==> src/rtl/byte_packer.sv <==
// Packs a valid/ready byte stream into little-endian BYTES-wide words with a
// per-lane keep mask; a pending partial word is flushed after TIMEOUT idle cycles.
module byte_packer #(
  parameter int BYTES   = 4,
  parameter int TIMEOUT = 15
) (
  input  logic                 clk,
  input  logic                 rst,
  input  logic                 in_valid,
  output logic                 in_ready,
  input  logic [7:0]           in_data,
  output logic                 out_valid,
  input  logic                 out_ready,
  output logic [8*BYTES-1:0]   out_data,
  output logic [BYTES-1:0]     out_keep
);

  localparam int CNT_W  = $clog2(BYTES);
  localparam int IDLE_W = (TIMEOUT < 1) ? 1 : $clog2(TIMEOUT + 1);
  localparam logic [CNT_W-1:0]  LAST_LANE = CNT_W'(BYTES - 1);
  localparam logic [IDLE_W-1:0] IDLE_MAX  = IDLE_W'(TIMEOUT);
  localparam bit                FLUSH_EN  = (TIMEOUT != 0);

  logic [8*BYTES-1:0] acc_q, acc_d;
  logic [CNT_W-1:0]   cnt_q, cnt_d;
  logic [IDLE_W-1:0]  idle_q, idle_d;
  logic               out_valid_q, out_valid_d;
  logic [8*BYTES-1:0] out_data_q, out_data_d;
  logic [BYTES-1:0]   out_keep_q, out_keep_d;

  logic slot_free;
  logic flush;
  logic in_ready_c;
  logic accept;

  always_comb begin
    slot_free  = !out_valid_q || out_ready;
    flush      = FLUSH_EN && (cnt_q != '0) && (idle_q == IDLE_MAX) && slot_free;
    // The completing lane needs the output slot; earlier lanes only need the accumulator.
    in_ready_c = !flush && ((cnt_q != LAST_LANE) || slot_free);
    accept     = in_valid && in_ready_c;
  end

  always_comb begin
    acc_d       = acc_q;
    cnt_d       = cnt_q;
    idle_d      = idle_q;
    out_valid_d = out_valid_q;
    out_data_d  = out_data_q;
    out_keep_d  = out_keep_q;

    if (out_valid_q && out_ready) begin
      out_valid_d = 1'b0;
    end

    if (accept) begin
      idle_d = '0;
      if (cnt_q == LAST_LANE) begin
        out_valid_d                    = 1'b1;
        out_data_d                     = acc_q;
        out_data_d[8*(BYTES-1) +: 8]   = in_data;
        out_keep_d                     = '1;
        acc_d                          = '0;
        cnt_d                          = '0;
      end else begin
        acc_d[8*cnt_q +: 8] = in_data;
        cnt_d               = cnt_q + 1'b1;
      end
    end else if (flush) begin
      out_valid_d = 1'b1;
      out_data_d  = acc_q;
      out_keep_d  = ~({BYTES{1'b1}} << cnt_q);
      acc_d       = '0;
      cnt_d       = '0;
      idle_d      = '0;
    end else if (cnt_q == '0) begin
      idle_d = '0;
    end else if (idle_q != IDLE_MAX) begin
      idle_d = idle_q + 1'b1;
    end
  end

  always_ff @(posedge clk or negedge rst) begin
    if (!rst) begin
      acc_q       <= '0;
      cnt_q       <= '0;
      idle_q      <= '0;
      out_valid_q <= 1'b0;
      out_data_q  <= '0;
      out_keep_q  <= '0;
    end else begin
      acc_q       <= acc_d;
      cnt_q       <= cnt_d;
      idle_q      <= idle_d;
      out_valid_q <= out_valid_d;
      out_data_q  <= out_data_d;
      out_keep_q  <= out_keep_d;
    end
  end

  assign in_ready  = in_ready_c;
  assign out_valid = out_valid_q;
  assign out_data  = out_data_q;
  assign out_keep  = out_keep_q;

endmodule

==> config.mk <==
export PLATFORM = sky130hd
export DESIGN_NAME = byte_packer
export DESIGN_NICKNAME = d
export VERILOG_FILES = /design/src/rtl/byte_packer.sv
export SDC_FILE = /design/constraint.sdc
export NUM_CORES = 1
export LEC_CHECK = 0
export ABC_AREA = 1
export BUFFER_PORTS_ARGS = -buffer_cell sky130_fd_sc_hd__buf_4
export CAP_MARGIN = 15
export CELL_PAD_IN_SITES_DETAIL_PLACEMENT = 1
export CELL_PAD_IN_SITES_GLOBAL_PLACEMENT = 1
export CORE_AREA = 8 8 97 99
export CTS_BUF_LIST = sky130_fd_sc_hd__clkbuf_16
export DETAILED_ROUTE_END_ITERATION = 12
export DIE_AREA = 0 0 105 107
export HOLD_SLACK_MARGIN = 0.12
export PLACE_DENSITY = 0.93
export SLEW_MARGIN = 30
export SYNTH_ARGS = -nofsm -noshare
export SYNTH_HDL_FRONTEND = slang
export SYNTH_SLANG_ARGS = --single-unit
==> constraint.sdc <==
create_clock -name clk -period 4.1 [get_ports clk]
set_input_delay 0 -clock clk [delete_from_list [all_inputs] [get_ports clk]]
set_output_delay 0 -clock clk [all_outputs]
set_load 0.01 [all_outputs]
==> impl_metrics.csv, run 1 <==
group,metric,value,unit
run_status,run_status,"finished, final reports clean",
sta,setup_viol,0,
synth,synth_area,3550,sq um
drt,route.detailed.drc,0,
floorplan,rows,33,
setup_path,ff2ff_setup_slack,1160,ps
layout,diodes,0,
placed_design,dp_slack,1350,ps
sta,fmax,340,MHz
clock_tree,cts_resized,0,
clock_tree,root_buffer,"clkbuf_16",
drt,via_per_inst,5.36,
synth,ys_ff_latch,75,
layout,regArea,1880,sq um
layout,post-route-util,55.2,%
global_routing,use_met3,4.32,%
pwr,p_leak,2.30,nW
synth,async_flop_share,100,%
synth,synth_top_area_share,52.8,%
setup_path,rr_endpoint,"out_data[2]",
pwr,powerDensity,676,nW/um^2
layout,syn_to_final_growth,23.2,%
drt,first_pass_iters,4,
placed_design,hpwl,6950,um
synth,yosysSeqAreaShare,52.8,%
clock_tree,htree_num_levels,3,
setup_path,startpoint_type,"flop",
placed_design,gp_congestion,0.915,
floorplan,core_area,7930,sq um
setup_path,end_kind,"flop",
clock_tree,clk_latency,350,ps
synth,yosys_most_used_dff,"dfrtp_1",
setup_path,crit_path_start,"cnt_q[0]",
sta,tns,0,ps
synth,yosysMostFrequentCell,"nand2_1",
sta,clock_skew,16.6,ps
layout,drive_above_1_share,16.9,%
job,cap_viol_max_count,0,
layout,multiInputGateArea,1410,sq um
clock_tree,tritoncts,"done",
clock_tree,clock-sinks,75,
layout,fin_nets,494,
pwr,max-vdd-ir-drop,0.249,mV
floorplan,die_x,105,um
global_routing,grt_util_all_layers,20.1,%
sta,finalHoldViolCount,0,
sta,post-route-period-util,71.7,%
synth,syn_inst,422,
clock_tree,clk_pin_slew_worst_paths,70,ps
floorplan,die_area,11200,sq um
global_routing,grt_use_met1,21.7,%
global_routing,met2_usage,34.2,%
layout,nFillCells,956,
sta,fin_hold_ws,211,ps
setup_path,r2r_start,"cnt_q[0]",
clock_tree,numCtsBuffers,9,
synth,yosysWarnings,0,
synth,synth_nets,441,
global_routing,grt_max_degree,76,
sta,tightest_slew,894,ps
drt,post_drt_wl_per_cell,18.5,um
global_routing,overflow,0,
floorplan,die_h,107,um
sta,rsz0062_at_grt,"no",
sta,setup_ws,1160,ps
setup_path,worst-setup-path-type,"flop to flop",
drt,final_antenna_net_count,0,
synth,syn_avg_cell_area,8.42,sq um
global_routing,antenna_found_initial,0,
global_routing,grt_pass1_wl,17800,um
clock_tree,cts_buffer_depth,2,
setup_path,worstPathRequired,4300,ps
min_path,hp-class,"primary input to async pin",
layout,fin_cells,585,
synth,yosysTopAreaCell,"dfrtp_1",
setup_path,r2r_cells,8,
placed_design,place_inst,558,
drt,drt_iter0_markers,206,
sta,maxSlewViolCount,0,
placed_design,placed_area,3930,sq um
placed_design,numPortBuffers,49,
layout,final_cell_area,4380,sq um
synth,synth_area_leaders,"dfrtp_1, nand2_1, nand3_1",
sta,min_period,2940,ps
floorplan,io_pins,50,
synth,synth-edff-count,0,
setup_path,critPathMaxFanout,35,
global_routing,busiest_layer,"met2",
drt,vias,3135,
setup_path,worstPathArrival,3140,ps
floorplan,start_util,44.8,%
synth,netlist_top_cells_count,"nand2_1, dfrtp_1, inv_1, nand3_1, o21ai_1",
pwr,power,2.96,mW
sta,relSlewSlack,39.9,%
synth,ys_types,28,
drt,drt-total-wl,10800,um
global_routing,first_global_vias,3533,
[sequential cells by signal, summed over array words and instances (netlist names)]
| signal | cells |
|---|---|
| out_keep | 4 |
| out_data | 32 |
| out_valid | 1 |
| idle_q | 4 |
| cnt_q | 2 |
| acc_q | 32 |
[report_power, final]
part / switching [mW] / internal, mW
clock: 0.331 / 0.595
combinational: 0.597 / 0.358
sequential: 0.143 / 0.936
[cells in the final DEF, fill, tap and decap left out, types with 3 or more instances in the layout]
cell type	netlist	routed
nand2_1	163	163
dfrtp_1	75	75
buf_4	5	48
inv_1	33	34
nand3_1	31	31
o21ai_1	27	27
nor2_1	15	15
nand4_1	15	15
nand3b_1	11	11
dlygate4sd3_1	0	11
clkbuf_16	0	9
ha_1	7	7
nand2_2	5	5
inv_2	3	3
a21oi_1	3	3
nor3_1	3	3
bufinv_16	0	3
[kinds of logic (layout without fill, tap and decap cells)]
family	after synthesis	in the layout	synth area share, %
and+or+nand+nor	251	251	32.0
DFF	75	75	52.8
buffers and inverters	55	113	7.57
AOI/OAI and AO/OA	34	34	5.18
adders and majority gates	7	7	2.46
[routing by layer]
| metal | vias up | wire length [um] | share of wire, % |
|---|---|---|---|
| met2 | 101 | 5540 | 51 |
| li1 | 1448 | - | - |
| met4 | 0 | 619 | 5.7 |
| met1 | 1543 | 4100 | 38 |
| met5 | - | 0 | 0 |
| met3 | 43 | 557 | 5.2 |
[repair_timing]
item | 4_1_cts | 5_1_grt
buffers inserted | 0 | 0
hold buffers | 11 | 0
setup endpoints to repair | 0 | 0
hold endpoints to repair | 116 | 0
[critical path, stage by stage (launching register included)]
cell and delay [ps]:
dfrtp_1 600, inv_1 260, ha_1 380, nor2_4 190, nand3_4 330, nand2_4 480
inv_4 240, nand2_1 140, nand2_1 130
[layout make-up]
type | count | share of cell area [%]
timing repair buffer | 60 | 11.0
multi-input combinational | 292 | 32.1
sequential | 75 | 42.9
tap | 105 | 3.00
inverter | 37 | 3.23
clock buffer | 9 | 5.14
clock inverter | 7 | 2.63
[how the worst max path moves through the flow]
stage              endpoint  slack, ps
2_1_floorplan     acc_q[15]       2170
3_3_place_gp   out_data[30]       1630
3_5_place_dp   out_data[25]       1350
4_1_cts        out_data[25]       1320
5_1_grt         out_data[2]        950
6_report        out_data[2]       1160
No activity file was read; power rests on OpenSTA's default activity.
==> run 2, diff against run 1 <==
CORE_AREA = 8 8 106 108   (was 8 8 97 99)
DIE_AREA = 0 0 114 116   (was 0 0 105 107)
PLACE_DENSITY = 0.84   (was 0.93)
clock period = 2.55 ns   (was 4.1 ns; I/O delays follow)
==> run 2 against run 1 <==
  * Clock power up 31%
  * Die area up 18%
  * Clock skew down 7.2 ps
  * Cell area up 0.37%
  * Final cell count up 5.3%
  * Via count down 3.5%
  * Utilization down 9.2 points
  * Global-route usage down 3.9 points
  * Sequential power up 59%
  * Worst setup slack worse by 860 ps
  * Sequential share of layout area down 0.13 points
  * Maximum frequency up 31%
  * Largest power group unchanged
==> impl_metrics.csv, run 2 (synthesis gave the netlist of run 1 again) <==
group,metric,value,unit
floorplan,core_area,9550,sq um
setup_path,worst-setup-path-type,"flop to flop",
drt,first_pass_iters,4,
drt,met2_length,4910,um
sta,clock_skew,9.34,ps
layout,layout_common_cells,"nand2_1, dfrtp_1, buf_4, inv_1, nand3_1",
drt,drt_iter0_markers,163,
floorplan,start_util,37.2,%
sta,maxSlewViolCount,0,
drt,route.met3.wl,411,um
global_routing,grt_util_all_layers,16.1,%
setup_path,worstPathArrival,2500,ps
floorplan,die_area,13200,sq um
sta,finalHoldViolCount,0,
drt,vias,3024,
sta,relSlewSlack,52.6,%
clock_tree,tritoncts,"done",
drt,final_antenna_net_count,0,
sta,setup_ws,299,ps
drt,route.detailed.drc,0,
sta,min_period,2250,ps
clock_tree,post_cts_buffers,0,
placed_design,numPortBuffers,49,
clock_tree,cts_buffer_depth,2,
placed_design,dp_slack,230,ps
sta,tns,0,ps
drt,drt-total-wl,9860,um
pwr,powerDensity,1010,nW/um^2
layout,final_cell_area,4400,sq um
clock_tree,clk_pin_slew_worst_paths,60,ps
layout,drive_above_1_share,17.0,%
min_path,hp-class,"primary input to async pin",
global_routing,antenna_found_initial,0,
floorplan,io_pins,50,
floorplan,die_h,116,um
pwr,max-vdd-ir-drop,0.350,mV
clock_tree,root_buffer,"clkbuf_16",
sta,tightest_slew,711,ps
job,cap_viol_max_count,0,
run_status,run_status,"finished, final reports clean",
placed_design,placed_area,3980,sq um
floorplan,rows,36,
global_routing,grt_max_degree,76,
clock_tree,clock-sinks,75,
clock_tree,htree_num_levels,3,
sta,setup_viol,0,
sta,post-route-period-util,88.3,%
sta,fin_hold_ws,261,ps
layout,final_common_cell,"nand2_1",
sta,fmax,444,MHz
setup_path,crit_path_start,"cnt_q[0]",
setup_path,r2r_start,"cnt_q[0]",
setup_path,critPathMaxFanout,21,
layout,syn_to_final_growth,23.7,%
layout,fin_nets,497,
global_routing,first_global_vias,3293,
layout,nFillCells,1184,
pwr,power,4.42,mW
global_routing,overflow,0,
clock_tree,numCtsBuffers,9,
placed_design,hpwl,6820,um
pwr,p_leak,2.30,nW
setup_path,worstPathRequired,2800,ps
placed_design,gp_congestion,0.855,
setup_path,end_kind,"flop",
clock_tree,clk_latency,340,ps
drt,wl_met1,4290,um
setup_path,startpoint_type,"flop",
drt,via_per_inst,4.91,
floorplan,die_x,114,um
sta,rsz0062_at_grt,"no",
drt,top_layer,"met4",
global_routing,grt_pass1_wl,16700,um
layout,diodes,0,
drt,post_drt_wl_per_cell,16.0,um
==> run 2: area by class of cell <==
class	instances	area [sq um]	area share, %
well taps	133	166	3.79
flip-flops and latches	75	1880	42.7
inverters	37	144	3.27
clock buffers	9	225	5.12
multi-input cells	292	1420	32.4
clock inverters	7	53.8	1.22
repair buffers	63	504	11.5
==> run 2: power breakdown <==
part	internal, mW	total, mW	switching, mW
sequential	1.51	1.72	0.208
clock	0.738	1.21	0.468
combinational	0.586	1.50	0.914
total	2.83	4.42	1.59
==> run 2: repair_timing <==
action,CTS,global route
setup endpoints to repair,0,36
hold endpoints to repair,109,0
resized for setup,0,4
hold buffers,11,0
==> run 2: critical path, stage by stage (launching register included) <==
cell,delay (ps)
dfrtp_2,480
inv_1,250
ha_1,410
nor2_4,90
nand3_4,190
buf_4,290
nand3_1,120
nand2_2,170
nand2_1,70
o21ai_1,80
==> run 2: layer usage <==
| metal | global-route usage [%] | vias to the layer above |
|---|---|---|
| met5 | 0 | - |
| met4 | 7.99 | 0 |
| met3 | 3.39 | 19 |
| met2 | 27.8 | 57 |
| met1 | 18.7 | 1490 |
| li1 | - | 1458 |
==> run 2: final timing paths <==
check | endpoint | slack (ps) | cells past startpoint
min in group clk | out_data[19] | 470 | 2
worst min register to register | out_data[19] | 470 | 2
worst min-delay path | out_data[9] | 260 | 2
worst max register to register | acc_q[30] | 300 | 9
worst max-delay path | acc_q[30] | 300 | 9
max in group asynchronous | acc_q[16] | 1800 | 2
==> run 2: through the flow <==
stage | utilization, % | instances
2_1_floorplan | - | 422
6_report | 46.0 | 616
3_5_place_dp | 41.7 | 589
5_1_grt | 46.0 | 616
4_1_cts | 45.8 | 616
3_3_place_gp | 41.7 | 589
